File: config.mk
export PLATFORM = sky130hd
export DESIGN_NAME = my_led_pwm
export DESIGN_NICKNAME = d
export VERILOG_FILES = /design/src/rtl/my_led_pwm.sv
export SDC_FILE = /design/constraint.sdc
export NUM_CORES = 1
export LEC_CHECK = 0
export ABC_AREA = 1
export CAP_MARGIN = 5
export CORE_MARGIN = 2
export CORE_UTILIZATION = 37
export CTS_CLUSTER_SIZE = 20
export DETAILED_ROUTE_END_ITERATION = 8
export PLACE_DENSITY = 0.6
export SYNTH_ARGS = -nofsm -noshare
export SYNTH_HDL_FRONTEND = slang
export SYNTH_SLANG_ARGS = --single-unit
export TNS_END_PERCENT = 50
File: constraint.sdc
create_clock -name clk -period 2.2 [get_ports clk]
set_input_delay 0.44 -clock clk [delete_from_list [all_inputs] [get_ports clk]]
set_output_delay 0.44 -clock clk [all_outputs]
set_load 0.005 [all_outputs]
File: src/rtl/my_led_pwm.sv
// rtl/my_led_pwm.sv - Avalon-MM LED bank with set/clear, 8-bit PWM dimming and blink (PWM gated by MY_LED_PWM_PWM_EN)
module my_led_pwm #(
    parameter int WIDTH     = 10,
    parameter int BLINK_DIV = 16
) (
    input  logic             clk,
    input  logic             reset_n,
    input  logic [1:0]       address,
    input  logic             write,
    input  logic [31:0]      writedata,
    output logic [31:0]      readdata,
    output logic [WIDTH-1:0] LED_out
);

    localparam logic [1:0] ADDR_DATA = 2'd0;
    localparam logic [1:0] ADDR_SET  = 2'd1;
    localparam logic [1:0] ADDR_CLR  = 2'd2;
    localparam logic [1:0] ADDR_CTRL = 2'd3;
    localparam logic [7:0] PERIOD_LAST = 8'd254;
    localparam logic [15:0] BLINK_LAST = 16'(BLINK_DIV - 1);

    logic [WIDTH-1:0] data_q, data_d;
    logic             blink_en_q, blink_en_d;
    logic             phase_q, phase_d;
    logic [7:0]       period_q, period_d;
    logic [15:0]      blink_cnt_q, blink_cnt_d;
    logic [WIDTH-1:0] led_q, led_d;
    logic [31:0]      rdata_q, rdata_d;
    logic [7:0]       duty_rd;
    logic             gate;
    logic             wrap;
    logic             unused_wdata;

`ifdef MY_LED_PWM_PWM_EN
    logic [7:0]       duty_q, duty_d;

    always_comb begin
        duty_d = duty_q;
        if (write && address == ADDR_CTRL) begin
            duty_d = writedata[7:0];
        end
    end

    assign gate    = (period_q < duty_q);
    assign duty_rd = duty_q;

    always_ff @(posedge clk or negedge reset_n) begin
        if (!reset_n) begin
            duty_q <= 8'hFF;
        end else begin
            duty_q <= duty_d;
        end
    end
`else
    assign gate    = 1'b1;
    assign duty_rd = 8'hFF;
`endif

    assign unused_wdata = ^writedata;
    assign wrap         = (period_q == PERIOD_LAST);

    always_comb begin
        period_d = wrap ? 8'd0 : period_q + 8'd1;

        data_d     = data_q;
        blink_en_d = blink_en_q;
        if (write) begin
            case (address)
                ADDR_DATA: data_d = writedata[WIDTH-1:0];
                ADDR_SET:  data_d = data_q | writedata[WIDTH-1:0];
                ADDR_CLR:  data_d = data_q & ~writedata[WIDTH-1:0];
                default:   blink_en_d = writedata[8];
            endcase
        end

        // Disabled (or just enabled) blink parks at phase 1 with an empty half-phase count.
        blink_cnt_d = blink_cnt_q;
        phase_d     = phase_q;
        if (!blink_en_d || !blink_en_q) begin
            blink_cnt_d = 16'd0;
            phase_d     = 1'b1;
        end else if (wrap) begin
            if (blink_cnt_q == BLINK_LAST) begin
                blink_cnt_d = 16'd0;
                phase_d     = ~phase_q;
            end else begin
                blink_cnt_d = blink_cnt_q + 16'd1;
            end
        end

        led_d = data_q & {WIDTH{gate & phase_q}};

        rdata_d = 32'd0;
        case (address)
            ADDR_DATA: rdata_d[WIDTH-1:0] = data_q;
            ADDR_CTRL: begin
                rdata_d[31]  = phase_q;
                rdata_d[8]   = blink_en_q;
                rdata_d[7:0] = duty_rd;
            end
            default:   rdata_d = 32'd0;
        endcase
    end

    always_ff @(posedge clk or negedge reset_n) begin
        if (!reset_n) begin
            data_q      <= '0;
            blink_en_q  <= 1'b0;
            phase_q     <= 1'b1;
            period_q    <= 8'd0;
            blink_cnt_q <= 16'd0;
            led_q       <= '0;
            rdata_q     <= 32'd0;
        end else begin
            data_q      <= data_d;
            blink_en_q  <= blink_en_d;
            phase_q     <= phase_d;
            period_q    <= period_d;
            blink_cnt_q <= blink_cnt_d;
            led_q       <= led_d;
            rdata_q     <= rdata_d;
        end
    end

    assign readdata = rdata_q;
    assign LED_out  = led_q;

endmodule

Word-level counts from Yosys, hierarchy flattened --
Index checks and enable logic that the tools add are counted. W data, S select, Z words.
Storage, ports and cells: register bits after elaboration 57, input bits 37, output and inout bits 42, word-level logic and storage cells 42
Operators by class: add/subtract/negate cells 2, eq/ne operators 5, mux-type cells 13, bitwise operators 5, reductions and logical operators 10
Operator list (count):
- $mux W16 | 3
- $pmux W10 S3 | 1
- $and A10 B10 Y10 | 2
- $pmux W9 S2 | 1
- $add A16 B1 Y16 const B | 1
- $eq A16 B4 Y1 const B | 1
- $not A10 Y10 | 1
- $or A10 B10 Y10 | 1
- $add A8 B1 Y8 const B | 1
- $eq A8 B8 Y1 const B | 1
- $mux W8 | 1
- $mux W1 | 7
- $eq A2 B2 Y1 const B | 2
- $reduce_and A2 Y1 | 2
- $reduce_bool A2 Y1 | 2
- $reduce_bool A3 Y1 | 1
- $reduce_or A3 Y1 | 1
- $eq A2 B1 Y1 const B | 1
- $logic_not A1 Y1 | 2
- $logic_not A2 Y1 | 1
- $logic_or A1 B1 Y1 | 1
- $not A1 Y1 | 1

Logic depth before layout (Yosys ltp) --
Gate-level depths: netlist of run 1.
depth in word-level cells 8, mapped depth 10

Worst setup path before layout of run 1 --
No wires, ideal clock.
path kind input to register, from in address[0], to reg blink_cnt_q[11], setup time 0.119 ns, data arrival time 1.367 ns, setup slack 0.714 ns, stages 8, path buffers 1, cell sequence ha_1 nand2_2 nor2_4 nor2_8 nand2_8 buf_8 a21oi_1 nor2_1
Between the ends: cells in the longest elaborated chain, start to end 7
RTL lines:
- start: declaration | line 8 | input logic [1:0] address,
- $eq A2 B2 Y1, or another cell as far along | line 68 | case (address)
- $reduce_or A3 Y1 (no line) *
- $mux W1 * | line 68
- $mux W1 * | line 67 | if (write) begin
- $logic_not A1 Y1 * | line 79 | if (!blink_en_d || !blink_en_q) begin
- $logic_or A1 B1 Y1 * | line 79
- $mux W16 or $reduce_bool A2 Y1 (tied branches)
- end signal: assignment | line 119 | blink_cnt_q <= blink_cnt_d;
- end: declaration | line 26 | logic [15:0] blink_cnt_q, blink_cnt_d;
Every way passes the cells marked *; elsewhere a longest branch is shown, timed or not. A chain may end at the register's enable or synchronous reset.

Worst setup path after layout of run 1 --
from in address[0], to reg blink_cnt_q[9]
Same word-level chain as after synthesis.

==> impl_metrics.csv, run 1 <==
group,metric,value,unit
outcome,status,"finished, final reports clean",
setup_path,criticalPathCategory,"in -> reg",
timing,timing.final.crit_share,0.7908,
timing,setup_viol,0,
timing,fin_worst_skew,0.005164,ns
setup_path,cp-startpoint,"address[0]",
logic_synthesis,syn_area,3054,sq um
logic_synthesis,ys_warn_count,0,
final_layout,fin_util,0.4575,
timing,slew_headroom,0.5892,
grt,grt_pass1_wl,10.61,mm
setup_path,max_stage_delay,0.45,ns
cts,cts_sinks,57,
setup_path,cp_top_family,"buffers and inverters",
logic_synthesis,syn_area_per_cell,7.811,sq um
setup_path,cp.required,2.47,ns
logic_synthesis,synth_edf_count,0,
timing,finalCriticalPeriod,1.740,ns
placed_design,hpwl,4.468,mm
die,io_pins,79,
route,wl_per_cell,11.00,um
route,detail_route.vias_per_cell,4.491,
grt,grt_usage,0.1526,
placed_design,dp_slack,0.09993,ns
logic_synthesis,synth_top_area_frac,0.4588,
die,start_util,0.3774,
timing,worst_slack,0.4603,ns
setup_path,crit_chain,"clkdlybuf4s50_1 -> ha_1 -> nand2_2 -> nor2_4 -> nor2_8 -> nand2_8 -> inv_1 -> nand2_1 -> o21ai_1",
route,routed.top_layer,"met4",
min_path,hp-class,"in -> async",
route,drc,0,
setup_path,reg2reg_depth,9,
grt,overflow,0,
timing,drv_slew,0,
route,drt-met1-wl,2.750,mm
die,core,8093,sq um
logic_synthesis,yosysTopAreaCell,"dfrtp_1",
cts,clk_latency,0.34,ns
setup_path,critPathSlowestCell,"clkdlybuf4s50_1",
setup_path,crit_end,"blink_cnt_q[9]",
setup_path,path_buf_inv,2,
route,first_iter_violations,88,
die,die_w,94.86,um
setup_path,reg2reg_slack,0.63,ns
setup_path,critPathMaxFanout,15,
route,wl_met2,2.902,mm
timing,tightest_slew,0.6161,ns
setup_path,reg2reg_from,"period_q[0]",
setup_path,endpoint_kind,"register",
setup_path,rr_endpoint,"blink_cnt_q[9]",
cts,h-tree-depth,3,
logic_synthesis,ys_async_sr_fraction,1.000,
setup_path,cp.arrival,2.01,ns
logic_synthesis,synthMostInstantiatedCell,"nand2_1",
cts,cts_buffer_depth,2,
logic_synthesis,synth_cells,391,
die,placementRows,33,
final_layout,nFillCells,816,
route,drtAntennaViolNets,0,
cts,numCtsBuffers,9,
final_layout,nets,482,
logic_synthesis,ys_seq_area_frac,0.4674,
route,route.vias.total,2461,
die,die_h,94.86,um
timing,tns,0,ns
placed_design,port_buffers,35,
logic_synthesis,ys_ff_latch,57,
placed_design,gp_congestion,0.8416,
final_layout,area_growth,21.22,%
power,ir_worst_vdd,0.5059,mV
timing,rsz0062_at_grt,"no",
power,cellPowerDensity,779.7,nW/um^2
setup_path,cp-start-kind,"input port",
cts,cts_root_buffer,"clkbuf_8",
grt,grt_max_degree,29,
cts,hold_buffers,0,
flow_run,maxCapViolations,0,
die,die_area,8997,sq um
final_layout,drive_above_1_share,0.1061,
logic_synthesis,synthTopCellsByCount,"nand2_1, dfrtp_1, inv_1",
cts,post_cts_buffers,0,
logic_synthesis,synth.distinct_cells,24,
cts,ctsResizeCount,0,
cts,cts_tree,"yes",
timing,hold_viol,0,
final_layout,n_antenna_cell,0,
logic_synthesis,synth_flop_cell,"dfrtp_1",
route,wl_met3,214,um
grt,grt_pass1_vias,2393,
route,first_pass_iters,4,
timing,clock.fmax,574.8,MHz
grt,antenna_found_initial,0,
route,wirelength,6.030,mm
setup_path,cp.depth,9,
cts,path_clk_slew,0.07,ns
logic_synthesis,synth_area_leaders,"dfrtp_1, nand2_1, inv_1",
power,p_leak,1.863,nW
## registers in the layout, summed over array words and instances (netlist names)
| name | count |
|---|---|
| phase_q | 1 |
| readdata | 11 |
| blink_en_q | 1 |
| blink_cnt_q | 16 |
| period_q | 8 |
| LED_out | 10 |
| data_q | 10 |
## report_power, final
| group | switching, mW | total [mW] | leakage, nW | internal [mW] |
|---|---|---|---|---|
| Combinational | 0.242 | 0.499 | 1.02 | 0.257 |
| Sequential | 0.0881 | 1.27 | 0.737 | 1.18 |
| Clock | 0.469 | 1.12 | 0.110 | 0.648 |
| Total | 0.799 | 2.89 | 1.86 | 2.09 |
## how the worst min path moves through the flow
stage | end | slack, ns | cells after the start
6_report | readdata[1] | 0.10 | 1
5_1_grt | LED_out[0] | 0.15 | 1
4_1_cts | readdata[1] | 0.11 | 1
3_5_place_dp | LED_out[6] | 0.48 | 2
3_3_place_gp | period_q[0] | 0.47 | 1
2_1_floorplan | LED_out[0] | 0.14 | 0
## stage by stage
| stage | std cells | hold WS [ns] | total power, mW | instance area, sq um |
|---|---|---|---|---|
| 3_5_place_dp | 532 | 0.4830 | 1.803 | 3476 |
| 3_3_place_gp | 532 | 0.4743 | 1.796 | 3476 |
| 2_1_floorplan | 411 | 0.1444 | 1.535 | 3129 |
| 4_1_cts | 548 | 0.1098 | 2.943 | 3702 |
| 5_1_grt | 548 | 0.1485 | 3.057 | 3702 |
| 6_report | 548 | 0.1043 | 2.887 | 3702 |
## cells by family (layout without fill, tap and decap cells)
group	count (synthesis)	count (layout)	synth area share
adders and majority gates	7	7	0.02868
other	1	21	0.001228
and+or+nand+nor	189	189	0.2733
buffers and inverters	82	114	0.1311
AOI/OAI and AO/OA	55	55	0.09832
DFF	57	57	0.4674
## cell usage in the layout (no fill, tap or decap)
master	count
nor3b_1	1
buf_4	9
bufinv_16	2
clkinvlp_4	1
o21ai_0	25
inv_6	2
nor2_4	2
nand3_2	1
conb_1	21
nor2_8	1
buf_2	1
nand4_1	4
dfrtp_1	56
nand2_2	8
clkbuf_8	9
clkdlybuf4s50_1	34
inv_1	54
nand3_1	16
nor2_2	7
nand2_8	1
ha_1	7
clkinv_4	2
dfstp_2	1
a21oi_1	19
o21ai_1	1
nand2_1	107
a22oi_1	10
nor2_1	41
## layout make-up
| type | instances | area (sq um) | area share |
|---|---|---|---|
| Multi-Input combinational cell | 272 | 1301 | 0.3515 |
| Clock inverter | 7 | 102.6 | 0.02771 |
| Sequential cell | 57 | 1428 | 0.3856 |
| Clock buffer | 9 | 123.9 | 0.03346 |
| Tap cell | 105 | 131.4 | 0.03548 |
| Inverter | 54 | 202.7 | 0.05475 |
| Timing Repair Buffer | 44 | 412.9 | 0.1115 |
## worst reg2reg max path, delay by kind of cell, from the launching register on
family	cells	cell delay (ns)
AO/OA/AOI/OAI	1	0.06
adder cells (fa/ha/maj)	1	0.14
buffers and inverters	2	0.25
flip-flops	1	0.41
AND/OR/NAND/NOR	5	0.59
## per-layer routing
layer,up-vias,GRT usage
met4,0,0.07850
met3,14,0.03192
met5,-,0
li1,1277,-
met1,1128,0.1866
met2,42,0.2535
Note: power is estimated with default switching activity, not from simulation.
==> inputs of run 2 (changes only) <==
Clock period 2.2 ns to 1.8 ns, I/O delays scaled along.
==> run 2 against run 1 <==
Against the previous run: register-to-register slack got worse by 0.39 ns; highest routed layer unchanged; die area did not move; critical path depth did not move; utilization fell by 0.11 points; clock power barely moved; combinational power rose by 23%; critical path type unchanged; sequential share of layout area rose by 0.091 points; via count rose by 0.85%; hold slack improved by 0.38 ns; sequential power rose by 22%; largest power group unchanged.
==> impl_metrics.csv, run 2 (synthesized netlist as in run 1, its figures left out) <==
group,metric,value,unit
final_layout,area_growth,20.93,%
die,die_area,8997,sq um
timing,timing.final.crit_share,0.8755,
placed_design,place_inst,534,
timing,rsz0062_at_grt,"no",
die,placementRows,33,
cts,cts_sinks,57,
timing,holdWs,0.4802,ns
timing,fin_worst_skew,0.01130,ns
setup_path,path_common_cell,"nand2_1",
setup_path,cp-start-kind,"input port",
cts,ctsResizeCount,0,
final_layout,drive_above_1_share,0.1079,
route,first_pass_iters,4,
final_layout,mostFrequentLayoutCells,"nand2_1, dfrtp_1, inv_1, nor2_1, clkdlybuf4s50_1",
cts,cts_buffer_depth,2,
timing,drv_slew,0,
final_layout,n_antenna_cell,0,
route,drc,0,
setup_path,crit_chain,"clkdlybuf4s50_1 -> ha_1 -> nand2_2 -> nor2_4 -> nor2_8 -> nand2_8 -> inv_1 -> nand2_1 -> nand2_1",
die,die_h,94.86,um
cts,hold_buffers,1,
placed_design,gp_congestion,0.8509,
route,route.vias.total,2482,
route,drtAntennaViolNets,0,
final_layout,layout.cells.non_filler,550,
placed_design,port_buffers,35,
setup_path,cp.arrival,1.84,ns
die,start_util,0.3774,
setup_path,max_stage_delay,0.44,ns
flow_run,maxCapViolations,0,
setup_path,criticalPathCategory,"in -> reg",
final_layout,stdcell_area,3694,sq um
power,p_leak,1.869,nW
die,die_w,94.86,um
cts,path_clk_slew,0.06,ns
final_layout,nets,485,
timing,setup_viol,0,
setup_path,path_buf_inv,2,
cts,cts_root_buffer,"clkbuf_8",
power,cellPowerDensity,885.8,nW/um^2
setup_path,cp.required,2.07,ns
placed_design,hpwl,4.370,mm
die,io_pins,79,
power,ir_worst_vdd,0.4566,mV
route,first_iter_violations,123,
cts,post_cts_buffers,0,
grt,grt_max_degree,47,
route,detail_route.vias_per_cell,4.513,
setup_path,critPathSlowestCell,"clkdlybuf4s50_1",
timing,finalCriticalPeriod,1.576,ns
final_layout,largest_reg_flops,16,
grt,grt_usage,0.1542,
setup_path,critPathMaxFanout,18,
final_layout,top_register,"blink_cnt_q",
route,wl_per_cell,11.02,um
cts,cts_tree,"yes",
cts,numCtsBuffers,9,
grt,grt_pass1_wl,10.68,mm
die,core,8093,sq um
setup_path,cp_top_family,"buffers and inverters",
cts,h-tree-depth,3,
min_path,hp-class,"in -> async",
outcome,status,"finished, final reports clean",
setup_path,reg2reg_slack,0.24,ns
timing,hold_viol,0,
placed_design,postPlaceCellArea,3503,sq um
setup_path,endpoint_kind,"register",
final_layout,layout_commonest_cell,"nand2_1",
grt,antenna_found_initial,0,
timing,clock.fmax,634.6,MHz
cts,clk_latency,0.34,ns
route,wirelength,6.063,mm
grt,overflow,0,
grt,grt_pass1_vias,2336,
[run 2: cell count changes in the layout (fill, tap and decap cells not counted), sizes merged]
cell | before | now
clkbuf | 9 | 12
buf | 10 | 12
bufinv | 2 | 0
inv | 56 | 54
clkinv | 2 | 3
clkinvlp | 1 | 0
dlygate4sd3 | 0 | 1
[run 2: cell type report]
| cell class | instances | area [sq um] |
|---|---|---|
| fillers | 816 | 4399 |
| well taps | 105 | 131.4 |
| flip-flops and latches | 57 | 1428 |
| repair buffers | 47 | 450.4 |
| inverters | 54 | 202.7 |
| clock inverters | 3 | 15.01 |
| multi-input cells | 272 | 1301 |
| clock buffers | 12 | 165.2 |
[run 2: worst paths after layout]
path	from	endpoint	cells past startpoint
setup / recovery	address[0]	blink_cnt_q[0]	9
hold / removal	reset_n	LED_out[0]	2
setup reg to reg	blink_cnt_q[0]	blink_cnt_q[6]	8
hold reg to reg	data_q[9]	LED_out[9]	2
max in group asynchronous	reset_n	phase_q	3
min in group clk	data_q[9]	LED_out[9]	2
[run 2: layer usage]
layer	track usage	routed length (um)
met5	0	0
met1	0.1906	2783
met4	0.07971	130
met3	0.04629	254
met2	0.2435	2894
[run 2: where the power goes]
part	switching (mW)	internal (mW)
sequential	0.107	1.45
clock	0.508	0.597
combinational	0.291	0.323
total	0.906	2.37
[run 2: stage by stage]
step / util / total power, mW / setup WS [ns] / setup TNS (ns)
finish: 0.4564 / 3.272 / 0.2241 / 0
global route: 0.4564 / 3.475 / 0.05289 / 0
CTS: 0.4564 / 3.339 / 0.2199 / 0
detailed placement: 0.4329 / 2.205 / -0.1417 / -2.656
global placement: 0.4329 / 2.199 / -0.1272 / -2.269
floorplan: - / 1.876 / 0.3944 / 0
==> inputs of run 3 (changes only) <==
Settings changed: CELL_PAD_IN_SITES_DETAIL_PLACEMENT from default to 1, CELL_PAD_IN_SITES_GLOBAL_PLACEMENT from default to 2, CORE_UTILIZATION 37 to 27, PLACE_DENSITY 0.6 to 0.75, SETUP_SLACK_MARGIN from default to 0.5.
==> run 3 against run 2 <==
Against the previous run: critical path depth down 8; total power grew 32%; wire length rose by 39%; via count rose by 7.4%; first-iteration DRC count decreased by 50%; cell area increased by 22%; clock-buffer cell count decreased by 1; die area rose by 35%; final cell count is 13% higher; hold slack improved by 0.0062 ns; global-route usage is 1.1 points lower.
==> impl_metrics.csv, run 3 (synthesized netlist as in run 1, its figures left out) <==
group,metric,value,unit
outcome,status,"finished, final reports clean",
flow_run,maxCapViolations,0,
cts,clk_latency,0.33,ns
timing,clock.fmax,668.3,MHz
placed_design,gp_congestion,0.7622,
placed_design,port_buffers,35,
final_layout,nFillCells,1300,
route,drtAntennaViolNets,0,
route,route.vias.total,2666,
timing,finalCriticalPeriod,1.496,ns
final_layout,regArea,1439,sq um
setup_path,reg2reg_from,"period_q[0]",
timing,holdWs,0.4863,ns
grt,antenna_found_initial,0,
timing,rsz0062_at_grt,"yes",
cts,numCtsBuffers,9,
grt,grt_use_met3,0.02939,
setup_path,endpoint_kind,"primary output",
setup_path,cp-startpoint,"LED_out[0]",
timing,drv_slew,0,
power,cellPowerDensity,958.0,nW/um^2
cts,h-tree-depth,3,
die,die_area,12180,sq um
setup_path,cp-start-kind,"register",
die,die_w,110.4,um
timing,fin_worst_skew,0.008178,ns
setup_path,critPathMaxFanout,1,
setup_path,max_stage_delay,0.50,ns
min_path,hp-class,"reg -> reg",
min_path,worstHoldStart,"data_q[5]",
die,start_util,0.2793,
placed_design,hpwl,5.654,mm
final_layout,top_register,"blink_cnt_q",
grt,grt_pass1_vias,2752,
die,core,10940,sq um
grt,grt_usage,0.1436,
final_layout,largest_reg_flops,16,
cts,cts_sinks,57,
grt,grt_pass1_wl,13.34,mm
grt,overflow,0,
final_layout,nets,521,
setup_path,critPathSlowestCell,"clkdlybuf4s50_1",
final_layout,stdcell_area,4511,sq um
final_layout,area_growth,47.69,%
cts,cts_tree,"yes",
setup_path,crit_chain,"clkdlybuf4s50_1",
route,wl_per_cell,13.52,um
die,die_h,110.4,um
final_layout,layout_commonest_cell,"nand2_1",
setup_path,cp.required,1.44,ns
final_layout,multi_input_area,1583,sq um
route,first_iter_violations,62,
grt,grtUsageMet2,0.2498,
final_layout,fin_util,0.4125,
setup_path,cp_top_family,"buffers and inverters",
cts,cts_root_buffer,"clkbuf_16",
grt,grt_max_degree,43,
setup_path,path_buf_inv,1,
route,wirelength,8.408,mm
timing,setup_viol,0,
final_layout,mostFrequentLayoutCells,"nand2_1, inv_1, dfrtp_1, buf_4, nor2_1",
route,first_pass_iters,4,
final_layout,n_antenna_cell,0,
grt,grt-busiest-layer,"met2",
final_layout,drive_above_1_share,0.2884,
power,p_leak,2.305,nW
die,io_pins,79,
route,drc,0,
route,detail_route.vias_per_cell,4.286,
placed_design,postPlaceCellArea,3642,sq um
grt,met1_usage,0.1781,
setup_path,criticalPathCategory,"reg -> out",
cts,cts_buffer_depth,2,
setup_path,cp.arrival,1.14,ns
cts,path_clk_slew,0.05,ns
timing,timing.final.crit_share,0.8313,
power,ir_worst_vdd,0.4500,mV
timing,hold_viol,0,
die,placementRows,38,
## run 3: where the power goes
| group | switching [mW] | total (mW) | internal, mW | leakage, nW |
|---|---|---|---|---|
| sequential | 0.116 | 1.56 | 1.45 | 0.722 |
| clock | 0.622 | 2.01 | 1.39 | 0.166 |
| combinational | 0.385 | 0.748 | 0.364 | 1.42 |
| total | 1.12 | 4.32 | 3.20 | 2.31 |
## run 3: repair_timing
item | CTS | global route
endpoints found under the hold margin | 15 | 0
resized for setup | 32 | 84
pin swaps | 3 | 32
hold buffers | 1 | 0
setup endpoints to repair | 63 | 53
gates cloned | 1 | 1
buffers inserted | 5 | 19
## run 3: stage by stage
stage	power, mW	instances	TNS, ns	worst slack [ns]
after floorplan	1.888	411	0	0.4664
after global placement	2.264	579	-2.881	-0.1405
after detailed placement	2.285	579	-3.745	-0.1862
after CTS	4.291	602	0	0.2879
after global routing	4.510	622	0	0.2700
final	4.321	622	0	0.3036
## run 3: worst paths after layout
path	cells after the start	to	slack (ns)
min	2	LED_out[5]	0.49
min reg2reg	2	LED_out[5]	0.49
max reg2reg	9	period_q[6]	0.35
max in group asynchronous	3	phase_q	0.68
min in group asynchronous	2	blink_cnt_q[8]	0.50
max	1	LED_out[0]	0.30
## run 3: area by class of cell
class / instances / area share
clock buffers: 11 / 0.05381
clock inverters: 5 / 0.02275
inverters: 54 / 0.04632
multi-input cells: 274 / 0.3509
flip-flops and latches: 57 / 0.3190
well taps: 140 / 0.03883
repair buffers: 81 / 0.1684
## run 3: routing by layer
metal / vias up / share of wire
met5: - / 0
met4: 0 / 0.0099
met3: 6 / 0.022
met2: 31 / 0.53
met1: 1276 / 0.44
li1: 1353 / -
==> variant (config.mk and constraints of run 2) <==
Put one more register stage on the output `LED_out`, cleared by the reset. The value now appears one clock later. The other outputs are not delayed to match.
--- a/src/rtl/my_led_pwm.sv
+++ b/src/rtl/my_led_pwm.sv
@@ -125,3 +125,9 @@
     assign readdata = rdata_q;
-    assign LED_out  = led_q;
+    always_ff @(posedge clk or negedge reset_n) begin
+        if (!reset_n) begin
+            LED_out <= '0;
+        end else begin
+            LED_out <= led_q;
+        end
+    end
 
Check against the original RTL: not equivalent (Yosys sat finds a counterexample within 4 cycles, from zero or initial values and one cycle with reset_n low).
==> variant against run 2 <==
Total power is 22% higher. Cell area rose by 8.3%. Sequential share of layout area increased by 3.3 points. Synthesized area increased by 8.1%. Setup slack worse by 0.098 ns. Worst hold slack got worse by 0.45 ns. Register-to-register slack got worse by 0.04 ns. Wire length down 0.81%. Sequential cell count up 10. Combinational power hardly changed. Non-clock buffer count is 1 higher. Critical path type unchanged. Highest routed layer unchanged.
==> variant: results (changes against run 2) <==
{| class="wikitable"
! Metric !! Value
|-
| Global placement routability congestion || 0.793 (was 0.851)
|-
| Vias post-DR || 2451 (was 2482)
|-
| Setup clock skew after layout || 0.0110 ns (was 0.0113 ns)
|-
| Minimum hold slack || 0.0327 ns (was 0.480 ns)
|-
| Setup slack of the worst register-to-register path || 0.20 ns (was 0.24 ns)
|-
| Capture point of the critical path || blink_cnt_q[6] (was blink_cnt_q[0])
|-
| Share of cells above drive strength 1 || 12.2% (was 10.8%)
|-
| Post-DP HPWL || 4.33 mm (was 4.37 mm)
|-
| Met3 Routed Length || 240 um (was 254 um)
|-
| GRT met3 Usage || 3.55% (was 4.63%)
|-
| Synthesized instance count || 389 (was 391)
|-
| Synth top area cells || sky130_fd_sc_hd__dfrtp_1 (50%), sky130_fd_sc_hd__nand2_1 (10%), sky130_fd_sc_hd__inv_1 (5.8%), sky130_fd_sc_hd__buf_4 (4.8%), sky130_fd_sc_hd__o21ai_0 (3.9%) (was sky130_fd_sc_hd__dfrtp_1 (46%), sky130_fd_sc_hd__nand2_1 (13%), sky130_fd_sc_hd__inv_1 (6.6%), sky130_fd_sc_hd__buf_4 (5.2%), sky130_fd_sc_hd__nor2_1 (5.0%))
|-
| Multi-Input Combinational || 261 (was 272)
|-
| Global routing usage on met2 || 21.7% (was 24.3%)
|-
| Bufs w/o clock || 48 (was 47)
|-
| Setup Slack @ Placement || -0.230 ns (was -0.142 ns)
|-
| Layout fillers || 863 (was 816)
|-
| Global-route met1 utilization || 17.5% (was 19.1%)
|-
| Portion of the layout cell area used by non-clock buffers || 11.4% (was 12.2%)
|-
| Outcome || completed (unchanged)
|-
| Number of inverters outside the clock class in the layout || 51 (was 54)
|-
| Leak pwr || 2.02 nW (was 1.87 nW)
|-
| Worst path max stage delay || 0.52 ns (was 0.44 ns)
|-
| Worst-case vdd ir drop || 0.487 mV (was 0.457 mV)
|-
| Area of the multi-input gates || 0.00130 mm^2 (about the same)
|-
| Distinct cells, synth || 30 (was 24)
|-
| Clock buffers and inverters, area share || 6.01% (was 4.88%)
|-
| Final core utilization || 46.1% (was 45.6%)
|-
| H-tree depth || 3 (unchanged)
|-
| Number of nets in the finished design || 483 (was 485)
|-
| Instance area at placement || 0.00376 mm^2 (was 0.00350 mm^2)
|-
| Largest net degree at the start of global routing || 68 (was 47)
|-
| Via count of the first global-routing pass || 2339 (was 2336)
|-
| Seq area share || 42.0% (was 38.7%)
|-
| First-iteration detailed-routing DRC count || 137 (was 123)
|-
| Metal-1 WL || 2.78 mm (about the same)
|-
| Global-route wire length before repair || 10.6 mm (was 10.7 mm)
|-
| Capture point of the worst reg-to-reg path || blink_cnt_q[0] (was blink_cnt_q[6])
|-
| Clock sink total || 67 (was 57)
|-
| Detailed-route vias per instance || 4.45 (was 4.51)
|}
-- variant: cell types whose count changed after synthesis, sizes merged, moves of 2 or more --
cell	run 2	this run
a21oi	19	17
dfrtp	56	66
inv	54	51
nand2	116	100
nand3	17	20
nand4	4	6
nor2	51	41
nor3	0	5
xor2	0	2
-- variant: cell families after synthesis --
logic type / count (synthesis) / synth area share, %
AND/OR/NAND/NOR: 174 / 24.0
buffers and inverters: 81 / 12.1
flip-flops: 67 / 50.8
AO/OA/AOI/OAI: 56 / 9.40
adder cells (fa/ha/maj): 8 / 3.03
XOR/XNOR: 2 / 0.531
other: 1 / 0.114
-- variant: power by group --
part	switching [mW]	leakage, nW	total [mW]	internal [mW]
Clock	0.586	0.119	1.50	0.917
Combinational	0.289	1.04	0.613	0.324
Sequential	0.126	0.865	1.87	1.74
